$ cat config.mk
export PLATFORM = sky130hd
export DESIGN_NAME = csd_to_bin_decoder
export DESIGN_NICKNAME = d
export VERILOG_FILES = /design/src/rtl/csd_pkg.sv /design/src/rtl/csd_digit_ram.sv /design/src/rtl/csd_to_bin_decoder.sv
export SDC_FILE = /design/constraint.sdc
export NUM_CORES = 1
export LEC_CHECK = 0
export ABC_AREA = 1
export CORE_ASPECT_RATIO = 0.5
export CORE_MARGIN = 2
export CORE_UTILIZATION = 59
export DETAILED_ROUTE_END_ITERATION = 16
export HOLD_SLACK_MARGIN = 0.15
export PLACE_DENSITY = 0.83
export RECOVER_POWER = 25
export SLEW_MARGIN = 10
export SYNTH_ARGS = -nofsm -noshare
export SYNTH_HDL_FRONTEND = slang
export SYNTH_SLANG_ARGS = --single-unit
$ cat constraint.sdc
create_clock -name clk -period 6.95 [get_ports clk]
set_input_delay 0.695 -clock clk [delete_from_list [all_inputs] [get_ports clk]]
set_output_delay 0.695 -clock clk [all_outputs]
set_load 0.03 [all_outputs]
$ cat src/rtl/csd_pkg.sv
// Shared CSD definitions: digit codes and the decoder state encoding.
package csd_pkg;

    localparam logic [1:0] CSD_ZERO = 2'b00;
    localparam logic [1:0] CSD_POS  = 2'b01;
    localparam logic [1:0] CSD_NEG  = 2'b11;
    localparam logic [1:0] CSD_ILL  = 2'b10;

    typedef enum logic [1:0] {
        ST_IDLE = 2'b00,
        ST_RUN  = 2'b01,
        ST_DONE = 2'b10
    } csd_state_e;

    function automatic logic csd_nonzero(input logic [1:0] code);
        return (code == CSD_POS) || (code == CSD_NEG);
    endfunction

endpackage

$ cat src/rtl/csd_digit_ram.sv
// N x 2-bit digit store: synchronous write, asynchronous read, out-of-range writes masked.
module csd_digit_ram
    import csd_pkg::*;
#(
    parameter int unsigned N  = 8,
    parameter int unsigned AW = 4
) (
    input  logic          clk_i,
    input  logic          we_i,
    input  logic [AW-1:0] waddr_i,
    input  logic [1:0]    wdata_i,
    input  logic [AW-1:0] raddr_i,
    output logic [1:0]    rdata_o
);

    localparam int unsigned IW    = (N > 1) ? $clog2(N) : 1;
    localparam logic [AW:0] Depth = (AW + 1)'(N);

    logic [1:0] mem_q [N];
    logic       wr_ok;
    logic       rd_ok;

    assign wr_ok = ({1'b0, waddr_i} < Depth);
    assign rd_ok = ({1'b0, raddr_i} < Depth);

    // No reset: stored digits survive a decoder reset.
    always_ff @(posedge clk_i) begin
        if (we_i && wr_ok) begin
            mem_q[waddr_i[IW-1:0]] <= wdata_i;
        end
    end

    assign rdata_o = rd_ok ? mem_q[raddr_i[IW-1:0]] : CSD_ZERO;

endmodule

$ cat src/rtl/csd_to_bin_decoder.sv
// Rebuilds a two's-complement value from N stored CSD digits, MSB first (acc = 2*acc + d).
module csd_to_bin_decoder
    import csd_pkg::*;
#(
    parameter int unsigned N  = 8,
    parameter int unsigned AW = 4
) (
    input  logic          clk,
    input  logic          reset,
    input  logic          start,
    input  logic          weCsd,
    input  logic [AW-1:0] address,
    input  logic [1:0]    dataIn,
    output logic [N:0]    result,
    output logic          busy,
    output logic          done,
    output logic          notCanonical,
    output logic          illegalDigit
);

    csd_state_e    state_q, state_d;
    logic [AW-1:0] idx_q, idx_d;
    logic [N:0]    acc_q, acc_d;
    logic [N:0]    result_q, result_d;
    logic          prev_q, prev_d;
    logic          nc_q, nc_d;
    logic          ill_q, ill_d;

    logic [1:0]    rd_code;
    logic [N:0]    digit;
    logic          dig_nz;
    logic          dig_ill;
    logic          ram_we;

    assign ram_we = weCsd && (state_q != ST_RUN);

    csd_digit_ram #(
        .N  (N),
        .AW (AW)
    ) u_ram (
        .clk_i   (clk),
        .we_i    (ram_we),
        .waddr_i (address),
        .wdata_i (dataIn),
        .raddr_i (idx_q),
        .rdata_o (rd_code)
    );

    always_comb begin
        digit   = '0;
        dig_ill = 1'b0;
        dig_nz  = csd_nonzero(rd_code);
        unique case (rd_code)
            CSD_ZERO: digit = '0;
            CSD_POS:  digit = {{N{1'b0}}, 1'b1};
            CSD_NEG:  digit = '1;
            CSD_ILL:  dig_ill = 1'b1;
        endcase
    end

    always_comb begin
        state_d  = state_q;
        idx_d    = idx_q;
        acc_d    = acc_q;
        result_d = result_q;
        prev_d   = prev_q;
        nc_d     = nc_q;
        ill_d    = ill_q;
        unique case (state_q)
            ST_IDLE: begin
                if (start) begin
                    state_d = ST_RUN;
                    idx_d   = AW'(N - 1);
                    acc_d   = '0;
                    prev_d  = 1'b0;
                    nc_d    = 1'b0;
                    ill_d   = 1'b0;
                end
            end
            ST_RUN: begin
                acc_d  = {acc_q[N-1:0], 1'b0} + digit;
                nc_d   = nc_q | (dig_nz & prev_q);
                ill_d  = ill_q | dig_ill;
                prev_d = dig_nz;
                idx_d  = idx_q - AW'(1);
                if (idx_q == '0) begin
                    result_d = acc_d;
                    state_d  = ST_DONE;
                end
            end
            ST_DONE: begin
                // Holding start high must not retrigger; wait for it to drop.
                if (!start) begin
                    state_d = ST_IDLE;
                end
            end
            default: state_d = ST_IDLE;
        endcase
    end

    always_ff @(posedge clk) begin
        if (!reset) begin
            state_q  <= ST_IDLE;
            idx_q    <= '0;
            acc_q    <= '0;
            result_q <= '0;
            prev_q   <= 1'b0;
            nc_q     <= 1'b0;
            ill_q    <= 1'b0;
        end else begin
            state_q  <= state_d;
            idx_q    <= idx_d;
            acc_q    <= acc_d;
            result_q <= result_d;
            prev_q   <= prev_d;
            nc_q     <= nc_d;
            ill_q    <= ill_d;
        end
    end

    assign result       = result_q;
    assign busy         = (state_q == ST_RUN);
    assign done         = (state_q == ST_DONE);
    assign notCanonical = nc_q;
    assign illegalDigit = ill_q;

endmodule

== Word level (Yosys, flattened, before mapping) ==
Memories as Yosys holds them, arrays and structs flattened. A register that Yosys moved wholly into a read port is not among the register bits.
Cells that the tools add are included.
Cells by class
  $add $sub $neg: 2
  $lt $le $gt $ge: 2
  equal/unequal tests: 9
  muxes and demuxes: 19
  bitwise logic cells: 3
  reduce and logical (&&, ||, !) cells: 9
Operators with widths (count)
  9-bit one-hot mux with 2 select lines: 1
  8-bit one-hot mux with 2 select lines: 1
  9-bit adder: 1
  4-bit less-than comparator (second input constant): 2
  2-bit 2-to-1 mux: 4
  8-bit 2-to-1 mux: 1
  4-bit one-hot mux with 2 select lines: 1
  2-bit == test (second input constant): 3
  3-bit 2-to-1 mux: 2
  1-bit one-hot mux with 2 select lines: 3
  2-bit one-hot mux with 3 select lines: 1
  2-bit by 1-bit == test with 1-bit output (second input constant): 2
  4-bit logical NOT: 1
  1-bit 2-to-1 mux: 4
  4-bit 2-to-1 mux: 1
  2-bit by 1-bit inequality test with 1-bit output (second input constant): 2
  2-bit inequality test (second input constant): 2
  2-bit AND reduction: 2
  4-bit by 1-bit subtractor with 4-bit output (second input constant): 1
  3-bit AND reduction: 1
  1-bit logical AND: 2
  2-bit logical NOT: 1
  1-bit OR: 2
  2-bit nonzero test: 1
  2 further kinds: 2
Storage, ports and cells
  flip-flop bits (word level): 26
  bits in writable memories: 16
  output and inout bits: 13
  memories kept: 1
Memory list
  u_ram.mem_q: depth 8, bits a word 2, rd ports 1, clocked after memory_dff 1, write ports 1, RTL line csd_digit_ram.sv:19  | logic [1:0] mem_q [N];

== Longest topological paths before layout ==
  depth after elaboration: 7
  depth in mapped cells: 21
  mapped depth without buffers: 20

== By module ==
From an unflattened synthesis, not the netlist that was laid out.
Second synthesis, totals
  cell total of the unflattened synthesis: 291
  area total of the unflattened synthesis: 2108.3 um^2
By module, submodules not included
  csd_to_bin_decoder: times used 1, cells an instance 202, area an instance 1318.8 um^2, seq. area each 500.5 um^2
  csd_digit_ram: times used 1, cells an instance 89, area an instance 789.5 um^2, seq. area each 480.5 um^2

== Least setup slack after synthesis ==
Ideal clock, no wire load.
  path kind: register -> register
  from: reg (tool-made name)
  to: reg acc_q[7]
  data arrival time: 2.456 ns
  data required time: 6.880 ns
  path slack: 4.424 ns
  cell stages (with the launch flop): 21
  path through: dfxtp_1 -> buf_6 -> inv_6 -> nand2_2 -> nand3_1 -> nand3_2 -> nand2_2 -> nor2_4 -> nand2_4 -> inv_1 -> ha_1 -> inv_1 -> fa_1 -> nand3b_1 -> nand2_1 -> nand2_1 -> nand2_1 -> a21oi_1 -> xnor2_1 -> nand2_1 -> a21oi_1
RTL lines
  end signal: assignment: RTL line csd_to_bin_decoder.sv:105  | acc_q <= '0;
  end signal: assignment: RTL line csd_to_bin_decoder.sv:113  | acc_q <= acc_d;
  end: declaration: RTL line csd_to_bin_decoder.sv:23  | logic [N:0] acc_q, acc_d;

==> flow_summary.toml <==
[status]
outcome = "finished clean"

[critical_path]
r2r-end = "result[7]"
crit_family = "simple AND/OR/NAND/NOR gates"
worstSetupEndpointType = "flop"
path_buf_inv = 3
slowest_delay_ps = 550
startpoint_type = "flop"
slowest_stage = "dfxtp_1"
cp.arrival_ps = 3280
rrSetupSlack_ps = 3910
crit_chain = "inv_6 -> nand2_2 -> nand3_1 -> nand2_1 -> nor2_2 -> nor2_4 -> nand2_4 -> inv_1 -> ha_1 -> inv_1 -> fa_1 -> nand3b_1 -> nand2_1 -> nand2_1 -> nand2_1 -> a21oi_1 -> xnor2_1 -> nand2_1 -> a21oi_1"
worst-r2r-cell-count = 19
crit_top_cell = "nand2_1"
path_max_fanout = 9
worstSetupPathType = "reg -> reg"
crit_required_ps = 7180

[synthesis]
synth_edf_count = 16
yosys_warnings = 0
syn_area_per_cell_um2 = 8.28
synth_ff_type = "dfxtp_1"
synth_fa_ha_area_share_pct = 5.78
synth_area_um2 = 2080
postSynthCellCount = 251
syn-num-nets = 270
ys_seq_area_share_pct = 50.1
ys_ff_latch = 44
synthTopCellsByArea = "dfxtp_1, edfxtp_1, nand2_1"
yosys-top-cells-count = "nand2_1, inv_1, dfxtp_1"
yosysMostFrequentCell = "nand2_1"
yosysTopAreaCellShare_pct = 27.0
synth_top_family_by_area = "simple AND/OR/NAND/NOR gates"
yosys-mux-area-fraction_pct = 0
synth-xor-area-share_pct = 2.11
synth-simple-area-share_pct = 25.0
ys_async_sr_fraction_pct = 0
synth_compound_area_share_pct = 9.51
synth_top_area_cell = "dfxtp_1"
ys_types = 32

[hold_path]
hold_path_end = "result[3]"
hp-class = "reg -> reg"
hold_start = "result[3]"
whs_path_depth = 2

[detailed_routing]
ant_nets = 0
post_drt_wl_per_cell_um = 12.9
via_per_inst = 5.20
drc = 0
drtIter0Drc = 76
drt-total-wl_mm = 4.23
drt_first_pass_iters = 4
num_vias = 1701

[clock_tree]
cts_hold_buf = 0
clkSinkCount = 44
clockRootBuffer = "clkbuf_8"
cts_resized = 0
cts_tree = "built"
cts_buffers = 5
cts.clk_slew.worst_paths_ps = 80
cts_buffer_depth = 2
clk_latency_ps = 310
post_cts_buffers = 0
ctsHtreeMaxLevel = 2

[timing]
layout_min_cycle_time_ps = 3040
tightest_slew_ps = 821
fin_crit_sh_pct = 43.8
layout_setup_ws_ps = 3910
slew_viol_final = 0
hold_viol = 0
fin_skew_ps = 8.03
slew_headroom_pct = 44.9
setup_viol = 0
fmax_mhz = 329
rsz0062_at_grt = "no"
setup_tns_ps = 0

[power]
p_comb_share_pct = 22.1
p_leak_uw = 0.00101
p_sw_share_pct = 30.0
p_per_area_nw_per_um2 = 255
p_sw_uw = 188
pwr-share-seq_pct = 46.6
ir_drop_mv = 0.169
power.share.clock_pct = 31.4
internal-power_uw = 437

[grt]
grt_overflow = 0
grt_pass1_vias = 1567
antenna_found_initial = 0
grt_max_degree = 22
grt_first_pass_wirelength_mm = 6.87
grtUsageTotal_pct = 23.4

[place]
dp.cells = 319
dpl_worst_slack_ps = 4010
gp_congestion = 0.957
port_buffers = 22
dp_hpwl_mm = 3.02

[job]
drv_cap = 0

[cells_and_area]
synthToLayoutAreaGrowth_pct = 17.7
final_util_pct = 72.0
drive_gt1_share_pct = 7.25
stdcell_count = 327
final_nets = 294
diodes = 0

[die]
start_util_pct = 61.2
dieArea_um2 = 4040
row_count = 15
die_y_um = 46.0
core-area_um2 = 3400
io_pins = 23
die_x_um = 88.0
==> registers in the layout (all words and copies together) (netlist names), named ones only <==
signal	cells
acc_q	7
u_ram.mem_q	16
illegalDigit	1
notCanonical	1
result	9
prev_q	1
idx_q	4
state_q	2
==> final cells by class <==
cell class | instances | area [um2]
clock inverters | 3 | 42.5
clock buffers | 5 | 68.8
multi-input cells | 169 | 882
fillers | 258 | 950
repair buffers | 22 | 220
well taps | 51 | 63.8
inverters | 33 | 129
flip-flops and latches | 44 | 1040
==> logic make-up (layout without fill, tap and decap cells) <==
group	Yosys count	count (layout)
flip-flops	44	44
adder cells (fa/ha/maj)	9	9
XOR/XNOR	5	5
AND/OR/NAND/NOR	118	118
AO/OA/AOI/OAI	37	37
buffers and inverters	38	63
==> power by group through the flow <==
stage / Combinational, uW / Clock [uW] / Sequential, uW
2_1_floorplan: 96.5 / 0 / 301
3_3_place_gp: 132 / 0 / 296
3_5_place_dp: 137 / 0 / 297
4_1_cts: 138 / 198 / 291
5_1_grt: 153 / 208 / 293
6_report: 138 / 196 / 291
==> per-layer routing <==
metal | up-vias | wire, um | global-route usage (%)
li1 | 857 | - | -
met1 | 804 | 1870 | 26.1
met2 | 33 | 2110 | 43.3
met3 | 7 | 204 | 7.07
met4 | 0 | 42 | 9.23
met5 | - | 0 | 0
==> tightest hold or removal path: cells and delay by family, from the launching register on <==
family          cells  cell delay [ps]
flops               1              310
simple gates        1               60
compound gates      1               50
==> through the flow <==
stage / total power (uW) / hold WS [ps] / instance area [um2]
after floorplan: 397 / 443 / 2080
final: 625 / 463 / 2450
after global routing: 653 / 495 / 2450
after detailed placement: 434 / 453 / 2340
after global placement: 429 / 452 / 2340
after CTS: 627 / 466 / 2450
==> worst max path at each step <==
stage,start,end,slack (ps),cells after the start
final,flop,result[7],3910,19
after global routing,flop,result[7],3640,19
after CTS,flop,result[7],3900,19
after detailed placement,flop,result[7],4010,19
after global placement,flop,result[7],4170,19
after floorplan,flop,acc_q[7],4420,20
==> placed cells by master, fill, tap and decap left out <==
cell type        instances
a211oi_1                 1
a21o_1                   1
a21oi_1                 26
a221oi_1                 1
a31oi_1                  1
bufinv_16                1
clkbuf_8                 5
clkdlybuf4s50_1         19
clkinv_2                 1
clkinvlp_4               1
dfxtp_1                 28
dlygate4sd3_1            3
edfxtp_1                16
fa_1                     1
ha_1                     8
inv_1                   31
inv_2                    1
inv_6                    1
nand2_1                 72
nand2_2                  3
nand2_4                  1
nand3_1                 15
nand3_2                  1
nand3b_1                 2
nand4_1                  1
nor2_1                  18
nor2_2                   1
nor2_4                   3
o211ai_1                 1
o21ai_0                  5
o21ai_1                  1
or2_2                    1
xnor2_1                  3
xor2_1                   2
Power figures use the tool's default switching activity.
